File: config.mk
export PLATFORM = sky130hd
export DESIGN_NAME = serial_alu_ctrl_flat
export DESIGN_NICKNAME = d
export VERILOG_FILES = /design/src/rtl/serial_alu_ctrl_if.sv /design/src/rtl/serial_alu_ctrl.sv /design/src/flat_wrapper.sv
export SDC_FILE = /design/constraint.sdc
export NUM_CORES = 1
export LEC_CHECK = 0
export ABC_AREA = 1
export BUFFER_PORTS_ARGS = -buffer_cell sky130_fd_sc_hd__buf_2
export CAP_MARGIN = 5
export CORE_ASPECT_RATIO = 0.8
export CORE_MARGIN = 1
export CORE_UTILIZATION = 51
export CTS_CLUSTER_DIAMETER = 80
export CTS_CLUSTER_SIZE = 16
export DETAILED_ROUTE_END_ITERATION = 16
export PLACE_DENSITY = 0.87
export SYNTH_ARGS = -nofsm -noshare
export SYNTH_HDL_FRONTEND = slang
export SYNTH_SLANG_ARGS = --single-unit
File: constraint.sdc
create_clock -name clk -period 1.6 [get_ports clk]
set_clock_uncertainty 0.05 [all_clocks]
set_input_delay 0.24 -clock clk [delete_from_list [all_inputs] [get_ports clk]]
set_output_delay 0.24 -clock clk [all_outputs]
set_load 0.02 [all_outputs]
File: src/rtl/serial_alu_ctrl_if.sv
// rtl/serial_alu_ctrl_if.sv - host request/result bundle between a host and serial_alu_ctrl
interface serial_alu_ctrl_if #(
   parameter int WIDTH = 4
);
   logic             start;
   logic [WIDTH-1:0] A;
   logic [WIDTH-1:0] B;
   logic [2:0]       op;
   logic             busy;
   logic             done;
   logic [WIDTH-1:0] R;
   logic             cb_final;
   logic             zero;

   modport master (output start, A, B, op, input busy, done, R, cb_final, zero);
   modport slave  (input start, A, B, op, output busy, done, R, cb_final, zero);
endinterface

File: src/rtl/serial_alu_ctrl.sv
// rtl/serial_alu_ctrl.sv - bit-serial add/subtract sequencer around a combinational 1-bit ALU slice
module serial_alu_ctrl #(
   parameter int WIDTH = 4
) (
   input  logic             clk,
   input  logic             rst,
   serial_alu_ctrl_if.slave host,
   output logic             alu_in1,
   output logic             alu_in2,
   output logic             alu_cb_in,
   output logic [2:0]       alu_code_op,
   input  logic             alu_result,
   input  logic             alu_cb_out
);
   localparam int CW = $clog2(WIDTH + 1);

   typedef enum logic [1:0] {IDLE, RUN, DONE} state_t;

   state_t           state;
   logic [WIDTH-1:0] a_sh;
   logic [WIDTH-1:0] b_sh;
   logic [WIDTH-1:0] r_sh;
   logic [2:0]       op_q;
   logic             cb_q;
   logic [CW-1:0]    cnt;
   logic             busy_q;
   logic             done_q;
   logic [WIDTH-1:0] r_q;
   logic             cbf_q;
   logic             zero_q;
   logic [WIDTH-1:0] r_next;

   // Slice result enters at the MSB so the LSB-first stream lands in order after WIDTH shifts.
   assign r_next = {alu_result, r_sh[WIDTH-1:1]};

   assign host.busy     = busy_q;
   assign host.done     = done_q;
   assign host.R        = r_q;
   assign host.cb_final = cbf_q;
   assign host.zero     = zero_q;

   always_ff @(posedge clk) begin
      if (rst) begin
         state  <= IDLE;
         a_sh   <= '0;
         b_sh   <= '0;
         r_sh   <= '0;
         op_q   <= 3'b000;
         cb_q   <= 1'b0;
         cnt    <= '0;
         busy_q <= 1'b0;
         done_q <= 1'b0;
         r_q    <= '0;
         cbf_q  <= 1'b0;
         zero_q <= 1'b1;
      end else begin
         case (state)
            IDLE: begin
               if (host.start) begin
                  a_sh   <= host.A;
                  b_sh   <= host.B;
                  op_q   <= host.op;
                  cb_q   <= 1'b0;
                  cnt    <= '0;
                  busy_q <= 1'b1;
                  state  <= RUN;
               end
            end
            RUN: begin
               r_sh <= r_next;
               cb_q <= alu_cb_out;
               a_sh <= a_sh >> 1;
               b_sh <= b_sh >> 1;
               cnt  <= cnt + CW'(1);
               if (cnt == CW'(WIDTH - 1)) begin
                  r_q    <= r_next;
                  cbf_q  <= alu_cb_out;
                  zero_q <= (r_next == '0);
                  done_q <= 1'b1;
                  state  <= DONE;
               end
            end
            DONE: begin
               done_q <= 1'b0;
               busy_q <= 1'b0;
               state  <= IDLE;
            end
            default: begin
               busy_q <= 1'b0;
               done_q <= 1'b0;
               state  <= IDLE;
            end
         endcase
      end
   end

   // Slice is driven only while a word is being sequenced; otherwise it sees a quiet no-op.
   always_comb begin
      alu_in1     = 1'b0;
      alu_in2     = 1'b0;
      alu_cb_in   = 1'b0;
      alu_code_op = 3'b000;
      if (state == RUN) begin
         alu_in1     = a_sh[0];
         alu_in2     = b_sh[0];
         alu_cb_in   = cb_q;
         alu_code_op = op_q;
      end
   end
endmodule

File: src/flat_wrapper.sv
// flat-port wrapper written by rule: the top's interface ports become plain ports
module serial_alu_ctrl_flat 
#(
   parameter int WIDTH = 4
)
  (clk, rst, alu_in1, alu_in2, alu_cb_in, alu_code_op, alu_result, alu_cb_out, host_start, host_A, host_B, host_op, host_busy, host_done, host_R, host_cb_final, host_zero);
  serial_alu_ctrl_if #(.WIDTH(WIDTH)) host_i ();
  input  logic clk;
  input  logic rst;
  output logic alu_in1;
  output logic alu_in2;
  output logic alu_cb_in;
  output logic [2:0] alu_code_op;
  input  logic alu_result;
  input  logic alu_cb_out;
  input wire logic [$bits(host_i.start)-1:0] host_start;
  input wire logic [$bits(host_i.A)-1:0] host_A;
  input wire logic [$bits(host_i.B)-1:0] host_B;
  input wire logic [$bits(host_i.op)-1:0] host_op;
  output wire logic [$bits(host_i.busy)-1:0] host_busy;
  output wire logic [$bits(host_i.done)-1:0] host_done;
  output wire logic [$bits(host_i.R)-1:0] host_R;
  output wire logic [$bits(host_i.cb_final)-1:0] host_cb_final;
  output wire logic [$bits(host_i.zero)-1:0] host_zero;
  assign host_i.start = host_start;
  assign host_i.A = host_A;
  assign host_i.B = host_B;
  assign host_i.op = host_op;
  assign host_busy = host_i.busy;
  assign host_done = host_i.done;
  assign host_R = host_i.R;
  assign host_cb_final = host_i.cb_final;
  assign host_zero = host_i.zero;
  serial_alu_ctrl #(.WIDTH(WIDTH)) u_core (.clk(clk), .rst(rst), .host(host_i), .alu_in1(alu_in1), .alu_in2(alu_in2), .alu_cb_in(alu_cb_in), .alu_code_op(alu_code_op), .alu_result(alu_result), .alu_cb_out(alu_cb_out));
endmodule
Yosys cells after proc, flatten, opt, wreduce, memory -nomap -nowiden
Cells that the tools add are included. W data, S select, Z words.

Register bits: 29. Output and inout port bits: 14. Input port bits: 16.

Reduce and logical (&&, ||, !) cells: 9. Equality and inequality tests: 4. Bitwise logic cells: 2. Add/sub/neg operators: 1. Mux-type cells: 19.

Operators with widths (number): $pmux W4 S2 (2); $reduce_and A2 Y1 (6); $mux W4 (2); $mux W1 (6); $mux W3 (2); $pmux W1 S2 (3); $pmux W3 S2 (1); $logic_not A4 Y1 (1); $mux W2 (2); $pmux W2 S2 (1); $add A3 B1 Y3 const B (1); $eq A3 B2 Y1 const B (1); $eq A2 B1 Y1 const B (1); $logic_not A2 Y1 (1); $ne A2 B1 Y1 const B (1); $ne A2 B2 Y1 const B (1); $not A1 Y1 (2); $reduce_bool A2 Y1 (1).

Logic depth before layout (Yosys ltp)
Word-level depth: 3. Depth in mapped cells: 7. Gate-level depth less buffers: 6.

Worst setup path after synthesis
No wires, ideal clock.

Path kind: reg2reg. Start: register u_core.cnt[0]. End: register u_core.zero_q, in the netlist u_core.host.zero. Path slack: 372 ps. Setup time: 117 ps. Arrival time: 1061 ps. Stages on the path, launching flop included: 8. Clock period less this slack: 1228 ps. Cells stage by stage: dfxtp_1 ha_1 ha_1 nand3_1 buf_2 nor2_1 nand2_1 nand2_1.

Word-level cells in the longest chain between the ends: 2.

Ends and longest elaborated chain: from (decl) (RTL line serial_alu_ctrl.sv:25) `logic [CW-1:0] cnt;`; from (signal assigned) (RTL line serial_alu_ctrl.sv:74) `cnt <= cnt + CW'(1);`; $eq A3 B2 Y1 (RTL line serial_alu_ctrl.sv:75) `if (cnt == CW'(WIDTH - 1)) begin`; $reduce_and A2 Y1 (no line); to (signal assigned) (RTL line serial_alu_ctrl.sv:78) `zero_q <= (r_next == '0);`; to (decl) (RTL line serial_alu_ctrl.sv:30) `logic zero_q;`.

No other way between the ends. A chain may end at the register's enable or synchronous reset.

Worst setup path in the final report
Start: register u_core.state[1]. End: output port alu_in1.

Word-level cells in the longest chain between the ends: 2.

Ends and longest elaborated chain: from (decl) (RTL line serial_alu_ctrl.sv:19) `state_t state;`; from (signal assigned) (RTL line serial_alu_ctrl.sv:44) `state <= IDLE;`; from (signal assigned) (RTL line serial_alu_ctrl.sv:66) `state <= RUN;`; from (signal assigned) (RTL line serial_alu_ctrl.sv:80) `state <= DONE;`; $eq A2 B1 Y1 (RTL line serial_alu_ctrl.sv:103) `if (state == RUN) begin`; $mux W1 (RTL line serial_alu_ctrl.sv:103); to (decl) (RTL line flat_wrapper.sv:10) `output logic alu_in1;`.

No other way between the ends.

==> run_results.csv <==
group,metric,value,unit
worst_setup_path,required,1.31,ns
global_routing,grt_pass1_wl,3710,um
cells_and_area,final_util,0.661,
worst_setup_path,critical_path_arrival,1.25,ns
route,drtPass1Iterations,4,
cells_and_area,fill_cells,185,
die,fp.dieW,56.0,um
die,rows,15,
worst_setup_path,critPathKind,"reg2out",
worst_setup_path,endpoint_kind,"primary output",
cells_and_area,final_cell_area,1440,um^2
timing,relSlewSlack,0.780,
worst_setup_path,r2r-start,"u_core.cnt[0]$_SDFFE_PP0P_",
timing,setup_viol,0,
global_routing,antenna_found_initial,0,
cells_and_area,nNetsFinal,229,
clocking,clk_latency,0.32,ns
worst_setup_path,startpoint_type,"register",
yosys,synthCells,177,
die,boundaryPins,30,
power,ir_drop,0.781,mV
timing,min_period,1.54,ns
clocking,cts_tree,"done",
route,drt-wirelength-per-cell,9.84,um
global_routing,grt_usage,0.186,
yosys,yosysUniqueCellTypes,15,
timing,worst_pin_slew,0.328,ns
job,max-cap-violations,0,
hold_path,hold_class,"in2reg",
worst_setup_path,critPathMaxFanout,14,
yosys,yosys-top-cells-area,"dfxtp_1, nand2_1, nor2_1",
global_routing,grt_pass1_vias,897,
placement,hpwl,1570,um
worst_setup_path,rrSetupSlack,0.21,ns
die,start_util,0.546,
clocking,cts.sinks,28,
yosys,yosys_warnings,0,
global_routing,grt_start_max_net_pins,20,
clocking,cts_buffers,3,
route,postRouteAntennaNets,0,
placement,place_area,1360,um^2
timing,min_period_over_period,0.963,
die,dieArea,2530,um^2
timing,clock.fmax,649,MHz
yosys,ys_seq_elements,28,
route,drc_errors,0,
yosys,syn_area,1190,um^2
power,p_per_area,900,nW/um^2
cells_and_area,stdcell_count,235,
route,viasPerCell,4.80,
run_status,outcome,"finished clean",
timing,final_hold_viol_count,0,
cells_and_area,drive_gt1_frac,0.219,
yosys,synth_seq_area_share,0.472,
clocking,clk_pin_slew,0.14,ns
yosys,synth_fp_nets,195,
placement,place_inst,227,
placement,io_buffers,29,
hold_path,worstHoldStart,"alu_cb_out",
yosys,avgSynthCellArea,6.72,um^2
die,dieHeight,45.2,um
timing,slew_viol_final,0,
yosys,synth_top_area_share,0.472,
route,routed_wl,2310,um
cells_and_area,antennaDiodeCount,0,
yosys,post-synth-top-area-cell,"dfxtp_1",
clocking,clockRootBuffer,"clkbuf_4",
clocking,ctsHoldBuffers,0,
power,leakagePower,0.000743,uW
cells_and_area,seq_area,563,um^2
die,core,2180,um^2
cells_and_area,multiInputGateArea,520,um^2
placement,gp_congestion,0.725,
route,vias,1127,
cells_and_area,area_growth,21.1,%
worst_setup_path,crit_start,"u_core.state[1]$_SDFFE_PP0P_",
worst_setup_path,ff2ff_path_depth,6,
global_routing,overflow,0,
hold_path,hold_path_end,"u_core.host.cb_final$_SDFFE_PP0P_",
clocking,clockBufferDepth,2,
route,drtIter0Drc,52,
hold_path,holdPathStages,3,
clocking,htreeDepth,1,
worst_setup_path,reg2reg_to,"u_core.host.R[3]$_SDFFE_PP0P_",
## flip-flops by register name, summed over array words and instances, names as in the netlist, 2 cells and up
signal / count
u_core.state: 2
u_core.a_sh: 4
u_core.r_sh: 3
u_core.op_q: 3
u_core.b_sh: 4
u_core.cnt: 3
u_core.host.R: 4
## routing by layer
metal / track usage / vias to the layer above / routed length (um)
met4: 0.0439 / 0 / 13
met5: 0 / - / 0
met1: 0.243 / 498 / 1110
li1: - / 599 / -
met2: 0.310 / 28 / 1060
met3: 0.0544 / 2 / 132
## cell usage in the layout, fill, tap and decap left out, drive strengths merged, types with 2 or more instances in the layout
master  synthesis  routed
inv            22      22
nor2           45      45
nand2          49      49
ha              2       2
clkbuf          0       4
dfxtp          28      28
buf             6      35
nand3           6       6
a21oi           8       8
o21ai           9       9
## logic make-up after synthesis
family | count (synthesis) | synth area share
buffers and inverters | 28 | 0.101
and+or+nand+nor | 101 | 0.328
AOI/OAI and AO/OA | 18 | 0.0779
DFF | 28 | 0.472
adders and majority gates | 2 | 0.0210
## worst max-delay path by stage
stage                                    end  slack, ns  cells past startpoint
2_1_floorplan  u_core.host.zero$_SDFFE_PP1P_       0.37                      7
3_3_place_gp   u_core.host.R[3]$_SDFFE_PP0P_       0.18                      6
3_5_place_dp   u_core.host.R[3]$_SDFFE_PP0P_       0.08                      6
4_1_cts                              alu_in2      0.004                      4
5_1_grt                              alu_in1      -0.02                      5
6_report                             alu_in1       0.06                      5
## synth_stat cells
cell     instances
a21oi_1          8
buf_2            3
buf_4            3
dfxtp_1         28
ha_1             2
inv_1           20
inv_2            2
nand2_1         48
nand2_2          1
nand3_1          6
nor2_1          45
nor3_1           1
o21a_1           1
o21ai_0          8
o21ai_1          1
## critical path, stage by stage (launching register included)
cell     delay [ns]
dfxtp_2        0.36
inv_2          0.08
nand2_4        0.10
buf_12         0.16
nor2_1         0.07
buf_2          0.16
## power by group
part	switching (uW)	internal, uW
logic	118	79.9
clock network	199	139
registers	21.6	737
## cell type report
class / count / share of cell area
inverters: 22 / 0.0574
flip-flops and latches: 28 / 0.391
well taps: 25 / 0.0217
clock buffers: 4 / 0.0252
multi-input cells: 121 / 0.362
repair buffers: 35 / 0.143
## repair_timing
item / 4_1_cts / 5_1_grt
setup buffers: 1 / 3
setup endpoints to repair: 2 / 8
pin swaps: 0 / 1
gates resized for setup: 1 / 5
endpoints found under the hold margin: 0 / 0
## through the flow
stage | hold WS (ns) | TNS, ns | power (uW) | setup WS (ns)
after floorplan | 0.293 | 0 | 904 | 0.372
final | 0.0687 | 0 | 1300 | 0.0597
after CTS | 0.0652 | 0 | 1290 | 0.00432
after global routing | 0.0548 | -0.0279 | 1360 | -0.0162
after detailed placement | 0.397 | 0 | 962 | 0.0786
after global placement | 0.395 | 0 | 957 | 0.181
Power figures use the tool's default switching activity.
